File: config.mk
export PLATFORM = sky130hd
export DESIGN_NAME = bug_ctl
export DESIGN_NICKNAME = d
export VERILOG_FILES = /design/src/rtl/bug_ctl.sv
export SDC_FILE = /design/constraint.sdc
export NUM_CORES = 1
export LEC_CHECK = 0
export CAP_MARGIN = 5
export CORE_AREA = 3 3 132 134
export CTS_CLUSTER_DIAMETER = 200
export DETAILED_ROUTE_END_ITERATION = 12
export DIE_AREA = 0 0 135 137
export HOLD_SLACK_MARGIN = 0.03
export PLACE_DENSITY_LB_ADDON = 0.12
export REMOVE_ABC_BUFFERS = 1
export SETUP_SLACK_MARGIN = 0.15
export SYNTH_ARGS = -nofsm -noshare
export SYNTH_HDL_FRONTEND = slang
export SYNTH_SLANG_ARGS = --single-unit
File: constraint.sdc
create_clock -name pclk -period 8.9 [get_ports pclk]
set_clock_uncertainty 0.1 [all_clocks]
set_input_delay 2.225 -clock pclk [delete_from_list [all_inputs] [get_ports pclk]]
set_output_delay 2.225 -clock pclk [all_outputs]
set_load 0.005 [all_outputs]
File: src/rtl/bug_ctl.sv
// rtl/bug_ctl.sv - frame-rate motion, bounce, hit detection and respawn for the bug sprite
module bug_ctl #(
  parameter int H_RES         = 1024,
  parameter int V_RES         = 768,
  parameter int WIDTH         = 53,
  parameter int HEIGHT        = 54,
  parameter int STEP          = 2,
  parameter int TURN_FRAMES   = 64,
  parameter int FREEZE_FRAMES = 60,
  parameter int START_X       = 100,
  parameter int START_Y       = 100
) (
  input  logic        pclk,
  input  logic        reset,
  input  logic        vblnk,
  input  logic        mouse_left,
  input  logic [11:0] xpos,
  input  logic [11:0] ypos,
  output logic [11:0] x_bugpos,
  output logic [11:0] y_bugpos,
  output logic [1:0]  rotation,
  output logic        hit,
  output logic [7:0]  hit_count
);

  localparam int TW = $clog2(TURN_FRAMES + 1);
  localparam int FW = $clog2(FREEZE_FRAMES + 1);
  localparam logic [11:0] XMAX12 = 12'(H_RES - WIDTH);
  localparam logic [11:0] YMAX12 = 12'(V_RES - HEIGHT);
  localparam logic [9:0]  XMAX10 = 10'(H_RES - WIDTH);
  localparam logic [9:0]  YMAX10 = 10'(V_RES - HEIGHT);
  localparam logic [11:0] STEP12 = 12'(STEP);
  localparam logic [TW-1:0] TURN_LAST = TW'(TURN_FRAMES - 1);

  typedef enum logic [1:0] {S_MOVE, S_HIT, S_RESPAWN} state_t;

  state_t          state_q;
  logic [11:0]     x_q, y_q;
  logic [1:0]      dir_q;
  logic            hit_q;
  logic [7:0]      cnt_q;
  logic [TW-1:0]   turn_q;
  logic [FW-1:0]   frz_q;
  logic [15:0]     lfsr_q;
  logic            vblnk_d_q, ml_d_q;

  logic            tick, click, on_bug, blocked;
  logic [1:0]      dir_d;
  logic [TW-1:0]   turn_d;
  logic [11:0]     x_d, y_d;
  logic [9:0]      rx, ry;
  logic [15:0]     lfsr_d;

  assign tick   = vblnk & ~vblnk_d_q;
  assign click  = mouse_left & ~ml_d_q;
  assign lfsr_d = {lfsr_q[14:0], lfsr_q[15] ^ lfsr_q[13] ^ lfsr_q[12] ^ lfsr_q[10]};

  assign on_bug = (xpos >= x_q) && ({1'b0, xpos} < ({1'b0, x_q} + 13'(WIDTH))) &&
                  (ypos >= y_q) && ({1'b0, ypos} < ({1'b0, y_q} + 13'(HEIGHT)));

  // The random turn is taken first so the bounce test sees the new heading.
  always_comb begin
    dir_d   = dir_q;
    turn_d  = turn_q + TW'(1);
    x_d     = x_q;
    y_d     = y_q;
    blocked = 1'b0;
    if (turn_q == TURN_LAST) begin
      turn_d = '0;
      dir_d  = lfsr_q[1:0];
    end
    case (dir_d)
      2'b00: begin blocked = (y_q < STEP12);           y_d = y_q - STEP12; end
      2'b01: begin blocked = (x_q + STEP12 > XMAX12);  x_d = x_q + STEP12; end
      2'b10: begin blocked = (y_q + STEP12 > YMAX12);  y_d = y_q + STEP12; end
      default: begin blocked = (x_q < STEP12);         x_d = x_q - STEP12; end
    endcase
  end

  assign rx = (lfsr_q[9:0]  > XMAX10) ? lfsr_q[9:0]  - XMAX10 : lfsr_q[9:0];
  assign ry = (lfsr_q[15:6] > YMAX10) ? lfsr_q[15:6] - YMAX10 : lfsr_q[15:6];

  always_ff @(posedge pclk) begin
    if (reset) begin
      state_q   <= S_MOVE;
      x_q       <= 12'(START_X);
      y_q       <= 12'(START_Y);
      dir_q     <= 2'b00;
      hit_q     <= 1'b0;
      cnt_q     <= 8'd0;
      turn_q    <= '0;
      frz_q     <= '0;
      lfsr_q    <= 16'hACE1;
      vblnk_d_q <= 1'b1;
      ml_d_q    <= 1'b1;
    end else begin
      vblnk_d_q <= vblnk;
      ml_d_q    <= mouse_left;
      lfsr_q    <= lfsr_d;
      hit_q     <= 1'b0;
      case (state_q)
        S_MOVE: begin
          if (click && on_bug) begin
            hit_q   <= 1'b1;
            if (cnt_q != 8'hFF) cnt_q <= cnt_q + 8'd1;
            frz_q   <= FW'(FREEZE_FRAMES);
            state_q <= S_HIT;
          end else if (tick) begin
            turn_q <= turn_d;
            if (blocked) begin
              dir_q <= dir_d ^ 2'b10;
            end else begin
              dir_q <= dir_d;
              x_q   <= x_d;
              y_q   <= y_d;
            end
          end
        end
        S_HIT: begin
          if (tick) begin
            frz_q <= frz_q - FW'(1);
            if (frz_q <= FW'(1)) state_q <= S_RESPAWN;
          end
        end
        S_RESPAWN: begin
          x_q     <= {2'b00, rx};
          y_q     <= {2'b00, ry};
          dir_q   <= lfsr_q[1:0];
          turn_q  <= '0;
          state_q <= S_MOVE;
        end
        default: state_q <= S_MOVE;
      endcase
    end
  end

  assign x_bugpos  = x_q;
  assign y_bugpos  = y_q;
  assign rotation  = dir_q;
  assign hit       = hit_q;
  assign hit_count = cnt_q;

endmodule

Word level (Yosys, flattened, before mapping)
Cells that the tools add are included.

Reductions and logical operators: 16. Bitwise operators: 9. Eq/ne operators: 14. $lt $le $gt $ge: 11. Add/subtract/negate cells: 11. Muxes and demuxes: 30.

Operator list (count): 12-bit case mux with 2 select lines (4); 12-bit 2-to-1 mux (6); 12-bit by 6-bit adder with 13-bit output (second input constant) (2); 12-bit by 13-bit < comparator with 1-bit output (2); 12-bit by 2-bit adder with 12-bit output (second input constant) (2); 12-bit >= comparator (2); 12-bit by 10-bit greater-than comparator with 1-bit output (second input constant) (2); 12-bit by 2-bit < comparator with 1-bit output (second input constant) (2); 12-bit by 2-bit subtractor with 12-bit output (second input constant) (2); 7-bit 2-to-1 mux (3); 10-bit greater-than comparator (second input constant) (2); 10-bit 2-to-1 mux (2); 10-bit subtractor (second input constant) (2); 2-bit 2-to-1 mux (7); 2-bit != test (second input constant) (7); 7-bit case mux with 2 select lines (1); 6-bit 2-to-1 mux (2); 6-bit case mux with 2 select lines (1); 3-bit AND reduction (4); 5-bit AND reduction (2); 8-bit by 1-bit adder with 8-bit output (second input constant) (1); 8-bit != test (second input constant) (1); 2-bit case mux with 2 select lines (2); 7-bit by 1-bit adder with 7-bit output (second input constant) (1); other kinds (15) (29).

Input port bits: 28. Output and inout bits: 35. Bits in registers: 68.

Logic depth before layout (Yosys ltp)
Gate-level depths: netlist (run 1).

Depth in word-level cells: 9. Mapped depth: 19. Gate-level depth less buffers: 16.

Worst setup path after synthesis (run 1)
OpenSTA, ideal clock, no wires.

Path type: in2reg. Start point: in xpos[1]. End point: reg cnt_q[4] (netlist: hit_count[4]). Arrival time: 4215 ps. Stages: 11. Setup time: 123 ps. Slack: 4462 ps. Buffers on the path: 1. Cell sequence: ha_1 > nor2b_1 > o211ai_1 > a211oi_1 > a2111oi_0 > o32ai_1 > or2_1 > buf_6 > nor2_2 > nand4_1 > mux2_1.

Longest elaborated chain between the ends: 6.

RTL lines: start: declaration (line 17) `input logic [11:0] xpos,`; 12-bit by 13-bit < comparator with 1-bit output or 12-bit >= comparator (tied branches) (line 58) `assign on_bug = (xpos >= x_q) && ({1'b0, xpos} < ({1'b0, x_q} + 13'(WIDTH))) &&`; 1-bit logical AND * (2 in a row) (line 58); 1-bit logical AND * (line 59) `(ypos >= y_q) && ({1'b0, ypos} < ({1'b0, y_q} + 13'(HEIGHT)));`; 1-bit logical AND * (line 103) `if (click && on_bug) begin`; 3-bit AND reduction (no line) *; end signal: assignment (line 105) `if (cnt_q != 8'hFF) cnt_q <= cnt_q + 8'd1;`; end: declaration (line 41) `logic [7:0] cnt_q;`.

Every way passes the cells marked *; elsewhere a longest branch is shown, timed or not. A chain may end at the register's enable or synchronous reset.

Worst setup path after layout (run 1)
Start point: in xpos[2]. End point: reg y_q[2] (netlist: y_bugpos[2]).

Longest elaborated chain between the ends: 7.

RTL lines: 12-bit by 13-bit < comparator with 1-bit output or 12-bit >= comparator (tied branches) (line 58); 1-bit logical AND * (2 in a row) (line 58); 1-bit logical AND * (line 59); 1-bit logical AND * (line 103); 2-bit != test (no line) *; 5-bit AND reduction (no line) *; end signal: assignment (line 87) `y_q <= 12'(START_Y);`; end signal: assignment (line 115) `y_q <= y_d;`; end signal: assignment (line 127) `y_q <= {2'b00, ry};`; end: declaration (line 38) `logic [11:0] x_q, y_q;`.

Marks and branches as above.

==> flow_summary_export.csv, run 1 <==
group,metric,value,unit
route,routed-wl-met2,7077,µm
critical_path,worst-path-max-fanout,18,
pwr,ir_drop,0.00009123,V
route,final_antenna_net_count,0,
global_routing,grt_start_max_net_pins,46,
floorplanning,placeable_core_area,16410,µm²
clock_tree,htreeDepth,3,
place,dp_hpwl,11990,µm
route,routed_wire_length_per_instance,16.05,µm
cells_and_area,syn_to_final_growth,18.94,%
timing,setup_tns,0,ns
route,drt_pass1_iterations,5,
timing,finalCritPeriodShare,61.96,%
route,drt_wl_total,15710,µm
pwr,total_leakage_power,2.492,nW
critical_path,arrival,5.59,ns
cells_and_area,layout.cells.most_common_list,"nor2_1, dfxtp_1, nand2_1",
cells_and_area,nFillCells,1680,
job,timing.max_cap.violations,0,
floorplanning,chipHeight,137,µm
global_routing,grt.total_usage,17.37,%
place,place_ws,3.057,ns
yosys,yosys_warnings,0,
floorplanning,boundaryPins,63,
clock_tree,worst_skew_pair.late_latency,0.34,ns
critical_path,worst_ep_required_time,8.98,ns
timing,max_slew_margin,33.29,%
clock_tree,clock_tree.buffer_depth,2,
timing,finalSetupViolCount,0,
cells_and_area,layout.cells.most_common,"nor2_1",
route,detail_route.wirelength.met1,7714,µm
pwr,pwr_density_cell,123.6,nW/µm²
place,numPortBuffers,62,
place,gp_congestion,0.7993,
cells_and_area,share_of_post_route_cells_with_drive_strength_above_1,8.300,%
global_routing,number_of_global_route_vias_before_repair,5270,
cells_and_area,design.final.nets,843,
yosys,syn-instance-count,714,
clock_tree,cts.sink_count,68,
clock_tree,path_clk_slew,0.05,ns
yosys,yosys_register_bits,68,
route,drt-vias-per-instance,5.457,
clock_tree,clk_root_buffer_cell,"clkbuf_16",
timing,finalHoldViolations,0,
timing,postLayoutSetupSlackWorst,3.386,ns
critical_path,worst_setup_path_end_kind,"register",
cells_and_area,antenna_cells_inserted,0,
yosys,synth.cell_area,5662,µm²
status,status,"complete, no violations",
critical_path,worstSetupStartpointType,"input pin",
floorplanning,initial_utilization,34.51,%
global_routing,grt_pass1_wl,26230,µm
yosys,synth_async_sr_flop_share,0,%
timing,timing.fmax,0.1813,GHz
timing,tmin_final,5.515,ns
critical_path,timing.setup.critical_path_class,"input pin to register",
pwr,power,0.8322,mW
floorplanning,die_width,135,µm
clock_tree,post_cts_resize_count,0,
global_routing,global_route.overflow_total,0,
route,post-route-drc-count,0,
yosys,postSynth.topFlopCell,"dfxtp_1",
yosys,post_synth_edffs,0,
route,topRoutingLayerUsed,"met4",
clock_tree,cts_buf_count,9,
yosys,post_synth_num_cell_types,79,
timing,rsz0062_at_grt,"no",
hold_path,holdCritPathClass,"register to register",
timing,max_slew.worst_pin.slew,0.9812,ns
clock_tree,cts_hold_buf,0,
route,route.vias.total,5342,
clock_tree,cts_tree,"done",
clock_tree,cts_post_setup_buffers_inserted,0,
floorplanning,die_area,18500,µm²
route,detailedRoute.firstIterationViolations,321,
yosys,syn_avg_cell_area,7.930,µm²
floorplanning,floorplan.rows,47,
route,routed-wl-met3,719,µm
timing,slew_violations,0,
yosys,seq_area_frac_synth,24.04,%
global_routing,number_of_antenna_violations_at_the_first_check_in_global_routing,0,
## flip-flops by register name (all words and copies together) (netlist names)
name / count
lfsr_q: 16
x_bugpos: 12
y_bugpos: 12
hit_count: 8
turn_q: 7
frz_q: 6
rotation: 2
state_q: 2
hit: 1
ml_d_q: 1
vblnk_d_q: 1
## critical path, cell delays in order
cell and delay, ns:
clkdlybuf4s50_1 0.43, ha_1 0.33, a211o_1 0.30, a31o_2 0.22
a221oi_1 0.31, o21ai_0 0.14, nand3_1 0.14, or2_1 0.67
nand3_4 0.34, a2111oi_2 0.41, a31oi_1 0.07
## Yosys cell counts, types with 4 or more instances
master	instances	area, µm²
buf_1	4	15.01
nand2b_1	4	25.02
xnor2_1	36	315.3
mux2i_1	7	70.07
a21oi_1	50	250.2
clkbuf_1	13	48.80
a211oi_1	5	37.54
nor2_1	76	285.3
o22ai_1	5	31.28
nand2_1	63	236.5
nor3_1	21	105.1
inv_1	35	131.4
o32ai_1	8	70.07
o31ai_1	9	67.56
buf_4	9	67.56
a21o_1	14	105.1
or2_2	11	68.82
o21ai_1	6	30.03
or3_1	5	31.28
o211ai_1	6	45.04
nor4_1	12	75.07
o21ai_0	21	105.1
dfxtp_1	68	1361
and3_1	6	37.54
nand3_1	21	105.1
nor2b_1	13	81.33
xor2_1	11	96.34
nand4_1	11	68.82
a31oi_1	20	125.1
ha_1	61	763.2
buf_2	8	40.04
## report_power, final
group | total, mW | internal [mW] | switching (mW) | leakage (nW)
Sequential | 0.322 | 0.311 | 0.0108 | 0.553
Combinational | 0.0892 | 0.0420 | 0.0472 | 1.77
Clock | 0.421 | 0.281 | 0.139 | 0.169
Total | 0.832 | 0.635 | 0.197 | 2.49
## cell families after synthesis
group | Yosys count | share of synthesized area, %
xor+xnor | 47 | 7.271
mux | 12 | 2.276
simple gates | 265 | 23.89
buf+inv | 73 | 5.878
fa+ha+maj | 61 | 13.48
flops | 68 | 24.04
compound gates | 188 | 23.16
## metrics by stage
step / hold WS, ns / util, % / std cells / instance area, µm²
2_1_floorplan: 0.3336 / - / 678 / 5468
3_3_place_gp: 0.3537 / 38.91 / 963 / 6384
6_report: 0.3722 / 41.04 / 979 / 6734
4_1_cts: 0.3732 / 41.04 / 979 / 6734
5_1_grt: 0.4000 / 41.04 / 979 / 6734
3_5_place_dp: 0.3626 / 38.91 / 963 / 6384
## final cells by class
class / count / area, µm² / area share [%]
multi-input combinational: 573 / 3970 / 58.96
sequential: 68 / 1361 / 20.22
timing repair buffer: 65 / 638.1 / 9.476
tap: 220 / 275.3 / 4.088
clock buffer: 10 / 239.0 / 3.549
inverter: 37 / 138.9 / 2.062
clock inverter: 6 / 111.4 / 1.654
## path summary, 6_finish.rpt
kind	start	end	slack, ns	depth (start not counted)
setup / recovery	xpos[2]	y_bugpos[2]	3.39	11
hold / removal	turn_q[1]	turn_q[1]	0.37	2
setup reg to reg	x_bugpos[2]	hit_count[4]	4.24	14
hold reg to reg	turn_q[1]	turn_q[1]	0.37	2
## routing by layer
layer | track usage (%) | vias to the layer above
met5 | 0 | -
li1 | - | 2690
met2 | 28.10 | 113
met1 | 23.90 | 2525
met4 | 5.655 | 0
met3 | 2.463 | 14
(Power assumes the default switching activity.)
==> run 2: changes to the inputs <==
clock period = 4.54 ns   (was 8.9 ns; I/O delays follow)
==> run 2 against run 1 <==
First-iteration DRC count fell by 10%. Core utilization rose by 0.62 points. Power rose by 89%.
==> flow_summary_export.csv, run 2 (same netlist as run 1, synthesis figures left out) <==
group,metric,value,unit
cells_and_area,design.final.nets,858,
global_routing,grt_start_max_net_pins,36,
place,numPortBuffers,62,
critical_path,worst-path-stages,15,
clock_tree,cts_post_setup_buffers_inserted,0,
timing,finalSetupViolCount,0,
pwr,pwr_density_cell,230.1,nW/µm²
cells_and_area,layout.cells.most_common_list,"nor2_1, dfxtp_1, nand2_1",
cells_and_area,final_core_util,41.66,%
critical_path,reg2regPathDepth,15,
critical_path,reg_to_reg_end,"hit_count[5]",
floorplanning,boundaryPins,63,
pwr,ir_drop,0.0001629,V
timing,max_slew_margin,22.35,%
critical_path,timing.setup.critical_path_class,"register to register",
timing,max_slew.worst_pin.slew,1.162,ns
floorplanning,placeable_core_area,16410,µm²
critical_path,worstSetupStartpointType,"register",
global_routing,number_of_antenna_violations_at_the_first_check_in_global_routing,0,
critical_path,critPathCapture,"hit_count[5]",
critical_path,critical_path.slowest_cell,"a2111oi_1",
route,drt_wl_total,15860,µm
cells_and_area,largest_reg_flops,16,
cells_and_area,regArea,1361,µm²
floorplanning,die_width,135,µm
global_routing,global_route.overflow_total,0,
clock_tree,cts_hold_buf,0,
critical_path,startpoint,"y_bugpos[2]",
clock_tree,htreeDepth,3,
floorplanning,initial_utilization,34.51,%
critical_path,arrival,4.11,ns
clock_tree,cts_tree,"done",
floorplanning,floorplan.rows,47,
critical_path,cp_slowest_stage_delay,0.51,ns
cells_and_area,share_of_post_route_cells_with_drive_strength_above_1,10.34,%
route,post-route-drc-count,0,
floorplanning,chipHeight,137,µm
place,dp_hpwl,12120,µm
cells_and_area,max_flop_register,"lfsr_q",
job,timing.max_cap.violations,0,
route,final_antenna_net_count,0,
critical_path,path_buf_inv,3,
hold_path,holdCritPathClass,"register to register",
timing,tmin_final,3.994,ns
timing,setup_tns,0,ns
cells_and_area,multiInputGateArea,3983,µm²
route,route.vias.total,5314,
route,routed_wire_length_per_instance,15.95,µm
critical_path,worst-path-max-fanout,9,
cells_and_area,layout.cells.most_common,"nor2_1",
status,status,"complete, no violations",
critical_path,path_delay_family,"compound AO/OA/AOI/OAI gates",
global_routing,grt.total_usage,17.45,%
cells_and_area,syn_to_final_growth,20.73,%
cells_and_area,antenna_cells_inserted,0,
global_routing,number_of_global_route_vias_before_repair,5176,
timing,slew_violations,0,
clock_tree,clk_root_buffer_cell,"clkbuf_16",
timing,timing.fmax,0.2504,GHz
clock_tree,cts.sink_count,68,
critical_path,worst_ep_required_time,4.66,ns
critical_path,path_cells,"inv_1, ha_1, nor2_1, o31ai_2, xnor2_1, ha_1, a21o_1, a2111oi_1, buf_4, o32ai_1, or2_1, buf_4, nor4_1, xnor2_1, nor2_1",
pwr,total_leakage_power,2.553,nW
route,detailedRoute.firstIterationViolations,288,
timing,finalHoldViolations,0,
route,drt_pass1_iterations,4,
timing,rsz0062_at_grt,"no",
clock_tree,post_cts_resize_count,0,
cells_and_area,nFillCells,1644,
critical_path,rr_startpoint,"y_bugpos[2]",
route,drt-vias-per-instance,5.346,
critical_path,worst_setup_path_end_kind,"register",
clock_tree,cts_buf_count,9,
clock_tree,path_clk_slew,0.06,ns
global_routing,grt_pass1_wl,26410,µm
clock_tree,worst_skew_pair.late_latency,0.34,ns
place,gp_congestion,0.8359,
timing,finalCritPeriodShare,87.98,%
floorplanning,die_area,18500,µm²
critical_path,regToRegSetupSlack,0.55,ns
clock_tree,clock_tree.buffer_depth,2,
-- run 2: power breakdown --
part / total [mW] / internal, mW / switching, mW
Combinational: 0.181 / 0.0864 / 0.0942
Sequential: 0.631 / 0.610 / 0.0204
Clock: 0.761 / 0.483 / 0.278
-- run 2: worst min path at each step --
stage	start	endpoint	slack, ns	depth (start not counted)
after floorplan	turn_q[5]	turn_q[5]	0.33	2
after detailed placement	turn_q[1]	turn_q[1]	0.37	2
after global placement	turn_q[5]	turn_q[5]	0.35	2
after global routing	turn_q[5]	turn_q[5]	0.40	2
final	turn_q[1]	turn_q[1]	0.38	2
after CTS	turn_q[1]	turn_q[1]	0.38	2
-- run 2: tightest hold or removal path, cell delays in order, from the launching register on --
cell	delay (ns)
dfxtp_1	0.32
nand2_1	0.06
a21oi_1	0.05
-- run 2: final cells by class --
| type | count | area share (%) |
|---|---|---|
| inverters | 37 | 2.032 |
| repair buffers | 80 | 10.98 |
| clock buffers | 9 | 3.295 |
| clock inverters | 7 | 1.483 |
| multi-input cells | 573 | 58.26 |
| flip-flops and latches | 68 | 19.92 |
| well taps | 220 | 4.027 |
-- run 2: metal layers --
layer	track usage, %	vias up	share of wire (%)
met5	0	-	0
met4	4.255	0	0.92
met3	2.757	9	4.5
met2	28.10	121	44
met1	24.52	2465	50
li1	-	2719	-
-- run 2: metrics by stage --
step	cell area (µm²)	total power [mW]	worst slack [ns]	std cells	hold WS, ns
2_1_floorplan	5468	0.7436	0.7329	678	0.3336
3_3_place_gp	6496	0.8209	0.1731	978	0.3526
3_5_place_dp	6496	0.8243	0.1656	978	0.3683
4_1_cts	6823	1.597	0.2685	994	0.3756
5_1_grt	6835	1.640	0.2369	994	0.4004
6_report	6835	1.573	0.5457	994	0.3754
